===== src/rtl/core_halt_ctrl.sv =====
// Per-core halt/resume controller: decodes halt command words, drives core_halt_o, waits for the core's ack.
// Latency: response 2..TIMEOUT_CYCLES+1 cycles after accept (1 cycle for a bad command).
// Backpressure: cmd_ready_o low outside IDLE (one command per 3 cycles at best); the response cannot be stalled.
module core_halt_ctrl #(
  parameter int                    NUM_CPUS       = 2,
  parameter int                    TIMEOUT_CYCLES = 1024,
  parameter logic [NUM_CPUS-1:0]   RESET_HALT     = '0
) (
  input  logic                clk,
  input  logic                rst_n,
  input  logic                cmd_valid_i,
  output logic                cmd_ready_o,
  input  logic [31:0]         cmd_data_i,
  output logic [NUM_CPUS-1:0] core_halt_o,
  input  logic [NUM_CPUS-1:0] core_halted_i,
  output logic                rsp_valid_o,
  output logic [1:0]          rsp_status_o,
  output logic                busy_o
);

  localparam int CW = (TIMEOUT_CYCLES > 1) ? $clog2(TIMEOUT_CYCLES) : 1;
  localparam logic [1:0] ST_OK      = 2'b00;
  localparam logic [1:0] ST_BADCMD  = 2'b01;
  localparam logic [1:0] ST_TIMEOUT = 2'b10;

  typedef enum logic [1:0] {IDLE, WAIT_ACK, RESP} state_t;

  state_t        state;
  logic [1:0]    core_q;
  logic          tgt_q;
  logic [CW-1:0] cnt;
  logic [2:0]    idx;
  logic          legal;
  logic          ack_bit;
  logic          accept;

  // Encoding 6/7 addresses core 0; every other pair addresses the next core up.
  always_comb begin
    idx   = (cmd_data_i[2:1] == 2'd3) ? 3'd0 : ({1'b0, cmd_data_i[2:1]} + 3'd1);
    legal = (cmd_data_i[31:3] == 29'd0) && (int'(idx) < NUM_CPUS);
  end

  always_comb begin
    ack_bit = 1'b0;
    for (int i = 0; i < NUM_CPUS; i++) begin
      if (int'(core_q) == i) ack_bit = core_halted_i[i];
    end
  end

  assign cmd_ready_o = (state == IDLE) && rst_n;
  assign accept      = cmd_valid_i && cmd_ready_o;

  always_ff @(posedge clk) begin
    if (!rst_n) begin
      state        <= IDLE;
      core_halt_o  <= RESET_HALT;
      rsp_valid_o  <= 1'b0;
      rsp_status_o <= ST_OK;
      busy_o       <= 1'b0;
      cnt          <= '0;
      core_q       <= 2'd0;
      tgt_q        <= 1'b0;
    end else begin
      rsp_valid_o <= 1'b0;
      case (state)
        IDLE: begin
          if (accept) begin
            if (!legal) begin
              state        <= RESP;
              rsp_valid_o  <= 1'b1;
              rsp_status_o <= ST_BADCMD;
            end else begin
              for (int i = 0; i < NUM_CPUS; i++) begin
                if (int'(idx) == i) core_halt_o[i] <= ~cmd_data_i[0];
              end
              core_q <= idx[1:0];
              tgt_q  <= ~cmd_data_i[0];
              cnt    <= '0;
              busy_o <= 1'b1;
              state  <= WAIT_ACK;
            end
          end
        end
        WAIT_ACK: begin
          // An ack on the final counted cycle still wins over the timeout.
          if (ack_bit == tgt_q) begin
            state        <= RESP;
            busy_o       <= 1'b0;
            rsp_valid_o  <= 1'b1;
            rsp_status_o <= ST_OK;
          end else if (cnt == CW'(TIMEOUT_CYCLES - 1)) begin
            state        <= RESP;
            busy_o       <= 1'b0;
            rsp_valid_o  <= 1'b1;
            rsp_status_o <= ST_TIMEOUT;
          end else begin
            cnt <= cnt + 1'b1;
          end
        end
        RESP:    state <= IDLE;
        default: state <= IDLE;
      endcase
    end
  end

endmodule


===== config.mk =====
export PLATFORM = sky130hd
export DESIGN_NAME = core_halt_ctrl
export DESIGN_NICKNAME = d
export VERILOG_FILES = /design/src/rtl/core_halt_ctrl.sv
export SDC_FILE = /design/constraint.sdc
export NUM_CORES = 1
export LEC_CHECK = 0
export BUFFER_PORTS_ARGS = -buffer_cell sky130_fd_sc_hd__buf_2
export CORE_MARGIN = 2
export CORE_UTILIZATION = 42
export DETAILED_ROUTE_END_ITERATION = 8
export PLACE_DENSITY = 0.85
export SETUP_SLACK_MARGIN = 0.05
export SLEW_MARGIN = 5
export SYNTH_ARGS = -nofsm -noshare
export SYNTH_HDL_FRONTEND = slang
export SYNTH_SLANG_ARGS = --single-unit

===== constraint.sdc =====
create_clock -name clk -period 1.9 [get_ports clk]
set_input_delay 0.38 -clock clk [delete_from_list [all_inputs] [get_ports clk]]
set_output_delay 0.38 -clock clk [all_outputs]
set_load 0.1 [all_outputs]

---- After elaboration in Yosys (flattened, before gate mapping) ----
Index checks and enable logic that the tools add are counted.
word-level totals
  flip-flop bits (word level) ............. 21
  input bits .............................. 37
  output and inout port bits .............. 7
  word-level logic and storage cells ...... 67
operators by class
  add/sub/neg operators ................... 2
  $lt $le $gt $ge ......................... 1
  eq/ne operators ......................... 12
  muxes and demuxes ....................... 27
  bitwise operators ....................... 1
  reductions and logical operators ........ 15
operator list
  operator                                                                      number
  10-bit two-way mux                                                            4
  29-bit zero test                                                              1
  10-bit case mux with 2 select lines                                           1
  4-bit AND reduction                                                           4
  2-bit two-way mux                                                             7
  10-bit by 1-bit adder with 10-bit output, second input constant               1
  10-bit equality test, second input constant                                   1
  1-bit two-way mux                                                             10
  2-bit inequality test, second input constant                                  5
  2-bit case mux with 2 select lines                                            2
  5-bit AND reduction                                                           1
  2-bit equality test, second input constant                                    2
  2-bit zero test                                                               2
  1-bit case mux with 2 select lines                                            2
  2-bit by 1-bit adder with 3-bit output, second input constant                 1
  3-bit by 2-bit equality test with 1-bit output, second input constant         1
  1-bit logical AND                                                             3
  3-bit zero test                                                               1
  3-bit by 2-bit less-than comparator with 1-bit output, second input constant  1
  3-bit two-way mux                                                             1
  3-bit inequality test, second input constant                                  1
  3-bit AND reduction                                                           1
  2-bit by 1-bit equality test with 1-bit output, second input constant         1
  2-bit AND reduction                                                           1
  other kinds (3)                                                               3

---- Longest topological paths before layout ----
  depth in word-level cells ............... 7
  gate-level depth with buffers ........... 9
  mapped depth without buffers ............ 8

---- Worst setup path before layout ----
Ideal clock, no wire load.
  path type ............................... in2out
  start ................................... in rst_n
  end ..................................... out cmd_ready_o
  data arrival time ....................... 2.841 ns
  data required time ...................... 1.520 ns
  setup slack ............................. -1.321 ns
  stages on the path ...................... 4
  path buffers ............................ 2
  path through ............................ clkbuf_8 inv_1 clkbuf_1 nor3_1
on the way
  longest elaborated chain between the ends .. 1
RTL lines
  element             RTL line  source
  start: declaration  10        input logic rst_n,
  1-bit logical AND   50        assign cmd_ready_o = (state == IDLE) && rst_n;
  end: declaration    12        output logic cmd_ready_o,
No other way between the ends.

---- Worst setup path in the final report ----
  start ................................... in cmd_data_i[1]
  end ..................................... reg rsp_status_o[1]
on the way
  longest elaborated chain between the ends .. 6
  elaborated cells on any way between the ends .. 7
  those cells by class .................... 1 x add/sub; 1 x order compare; 2 x eq/ne; 1 x mux; 2 x reduce/logical
RTL lines
  element                                                                               RTL line  source
  start: declaration                                                                    13        input logic [31:0] cmd_data_i,
  2-bit by 1-bit adder with 3-bit output / 2-bit equality test (equally long branches)  39        idx = (cmd_data_i[2:1] == 2'd3) ? 3'd0 : ({1'b0, cmd_data_i[2:1]} + 3'd1);
  3-bit two-way mux *                                                                   39
  via idx[1]                                                                            32        logic [2:0] idx;
  3-bit by 2-bit less-than comparator with 1-bit output *                               40        legal = (cmd_data_i[31:3] == 29'd0) && (int'(idx) < NUM_CPUS);
  1-bit logical AND *                                                                   40
  2-bit inequality test (no source line) *                                              -
  4-bit AND reduction (no source line) *                                                -
  end signal: assignment                                                                58        rsp_status_o <= ST_OK;
  end signal: assignment                                                                71        rsp_status_o <= ST_BADCMD;
  end signal: assignment                                                                90        rsp_status_o <= ST_OK;
  end: declaration                                                                      17        output logic [1:0] rsp_status_o,
Mark *: on every way through the listed nets, which the timed path passes. The rest lies on a longest branch.
A chain may end at the register's enable or synchronous reset.

==> metrics.cfg <==
[run_status]
status = completed

[synthesis]
yosys.area.top_type_share_pct = 38.5
synthesis.nets = 174
synthesis.area_mm2 = 0.00109
synth_compound_area_share_pct = 18.5
synth_mux_area_share_pct = 3.67
synth_top_area_cell = dfxtp_1
synth.area.top_cells = dfxtp_1 (39%), nor2_1 (6.2%), nand2_1 (5.2%), nor4_1 (4.0%), mux2i_1 (3.7%)
synth_cell_type_count = 33
synth_top_family_by_area = simple AND/OR/NAND/NOR gates
avgSynthCellArea_um2 = 8.14
yosys_warnings = 0
synth-xor-area-share_pct = 0
synth_simple_gate_area_share_pct = 30.5
ys_seq_area_share_pct = 38.5
synth_cells = 134
yosys.area_share.adder_pct = 3.44
ys_ff_latch = 21

[worst_setup_path]
worstPathRequired_ns = 2.15
crit_buf_inv = 3
cp-end-kind = register
crit_path_start_kind = input pin
timing.setup.critical_path_class = input pin to register
slowest_stage = o211ai_1
critPathTopFamily = simple AND/OR/NAND/NOR gates
path_cells = buf_2 > inv_1 > ha_1 > nor4_2 > nand4_1 > nor2_2 > buf_4 > nor2_1 > o211ai_1 > mux2i_1
crit_arrival_ns = 2.07
worst_path_largest_cell_delay_ns = 0.36
crit_fanout = 4

[grt]
grt_pass1_vias = 1207
top_usage_layer = met2
met3_usage_pct = 6.45
groute.layer.met2.usage_pct = 44.0
grt_pass1_wl_mm = 5.16
grt_max_degree = 16
use_met1_pct = 25.7
antenna_found_initial = 0
grt-ovfl-total = 0
gr-usage-all-layers_pct = 23.7

[job]
drv_cap = 0

[detailed_routing]
antenna_left = 0
vias_per_cell = 5.56
avgRoutedWirePerCell_um = 14.2
dr.first_iter.drc_count = 29
firstDrtPassIters = 5
vias = 1240
drc_errors = 0
routed_wl_mm = 3.17

[finish]
final_cell_mix = buf_2 (42), dfxtp_1 (18), nor2_1 (17), nand2_1 (15), buf_4 (15)
final_area_mm2 = 0.00152
ff_latch_area_um2 = 424
final_common_cell = buf_2
nFillCells = 224
syn_to_final_growth_pct = 38.9
multiInputGateArea_um2 = 649
n_antenna_cell = 0
nets = 234
drive_above_1_share_pct = 42.0

[pwr]
power_leakage_nw = 0.645
vdd.ir_drop.worst_mv = 0.587
powerDensity_mw_per_mm2 = 514

[sta]
setup_violations = 0
finClkSkew_ns = 0.00704
post-route-min-period_ns = 1.82
rsz0062_at_grt = true
hold_viol_final = 0
timing.fmax_mhz = 548
maxSlewViolCount = 0
max_slew.worst_pin.slew_ns = 0.495
relSlewSlack_pct = 67.3
whs_ns = 0.287
finalCritPeriodShare_pct = 96.0

[floorplan]
start_util_pct = 44.0
die_w_um = 55.0
rows = 18
dieHeight_um = 55.0
ios = 44
dieArea_mm2 = 0.00302
coreArea_mm2 = 0.00248

[clock_network]
clkTransAtPathRegs_ns = 0.12
cts-root-buf = clkbuf_4
clkSinkCount = 21
clock_latency_ns = 0.31
cts.htree.levels = 1
numCtsBuffers = 3
clockBufferDepth = 2
cts_tree = done

[min_path]
hp-class = input pin to register

[placed_design]
gp_congestion = 0.881
portBuffers = 43
postPlaceCellArea_mm2 = 0.00141
hpwl_mm = 2.30

Yosys cell counts (all sizes together):
master	count
dfxtp	21
nor2	18
nand2	15
a21oi	8
nor3	8
nor4	7
inv	6
nand3	6
o21ai	6
a31oi	5
and3	4
mux2i	4
clkbuf	3
ha	3
a211oi	2
a311oi	2
nand4	2
o221a	2
or4	2
a21o	1
a31o	1
and2	1
and2b	1
and4	1
buf	1
nand3b	1
o211ai	1
o22ai	1
or3	1
state kept, by name, indices dropped and copies added (netlist names):
signal,flops
core_halt_o,2
rsp_valid_o,1
rsp_status_o,2
state,2
busy_o,1
tgt_q,1
cnt,10
core_q,2
area by class of cell:
class,count,share of cell area (%)
Clock buffer,3,1.49
Clock inverter,1,0.330
Inverter,6,1.49
Multi-Input combinational cell,103,42.9
Sequential cell,21,28.0
Tap cell,30,2.48
Timing Repair Buffer,59,23.4
cell families (layout without fill, tap and decap cells):
family / after synthesis / in the layout
adder cells (fa/ha/maj): 3 / 3
multiplexers: 4 / 4
AO/OA/AOI/OAI: 29 / 29
flip-flops: 21 / 21
buffers and inverters: 10 / 69
AND/OR/NAND/NOR: 67 / 67
worst paths after layout:
check / start / endpoint / cells after the start / slack [ns]
worst max-delay path: cmd_data_i[1] / rsp_status_o[1] / 10 / 0.08
worst min-delay path: cmd_data_i[0] / tgt_q / 2 / 0.29
worst max register to register: cnt[0] / rsp_valid_o / 7 / 0.12
worst min register to register: rsp_status_o[0] / rsp_status_o[0] / 2 / 0.45
timing repair:
action / CTS / global route
hold buffers: 0 / 0
pin swaps: 1 / 6
endpoints found under the setup margin: 16 / 18
gates cloned: 0 / 0
resized for setup: 2 / 8
setup buffers: 1 / 5
per-layer routing:
layer | up-vias | wire length (µm) | part of all wire, %
met3 | 10 | 127 | 4.0
met1 | 584 | 1330 | 42
met4 | 0 | 45 | 1.4
li1 | 612 | - | -
met2 | 34 | 1660 | 52
met5 | - | 0 | 0
per-stage QoR:
| step | setup WS (ns) | util [%] | setup TNS (ns) | std cells | power [mW] |
|---|---|---|---|---|---|
| 5_1_grt | -0.0224 | 61.2 | -0.0224 | 223 | 0.810 |
| 3_3_place_gp | -0.0926 | 57.1 | -0.580 | 213 | 0.566 |
| 4_1_cts | 0.0556 | 58.9 | 0 | 218 | 0.778 |
| 6_report | 0.0752 | 61.2 | 0 | 223 | 0.778 |
| 2_1_floorplan | 0.0107 | - | 0 | 134 | 0.516 |
| 3_5_place_dp | -0.156 | 57.1 | -1.45 | 213 | 0.570 |
worst register-to-register path: stages, from the launching register on:
cell and delay (ns):
dfxtp_2 0.36, ha_2 0.20, nand3_1 0.13, nor3_2 0.24
nand3_2 0.15, nand2_1 0.20, o211ai_1 0.22, nor3_1 0.20
where the power goes:
group / total, mW / leakage (nW) / switching, mW / internal, mW
sequential: 0.446 / 0.171 / 0.00278 / 0.443
combinational: 0.118 / 0.456 / 0.0684 / 0.0499
clock: 0.214 / 0.0177 / 0.135 / 0.0787
Power figures use the tool's default switching activity.
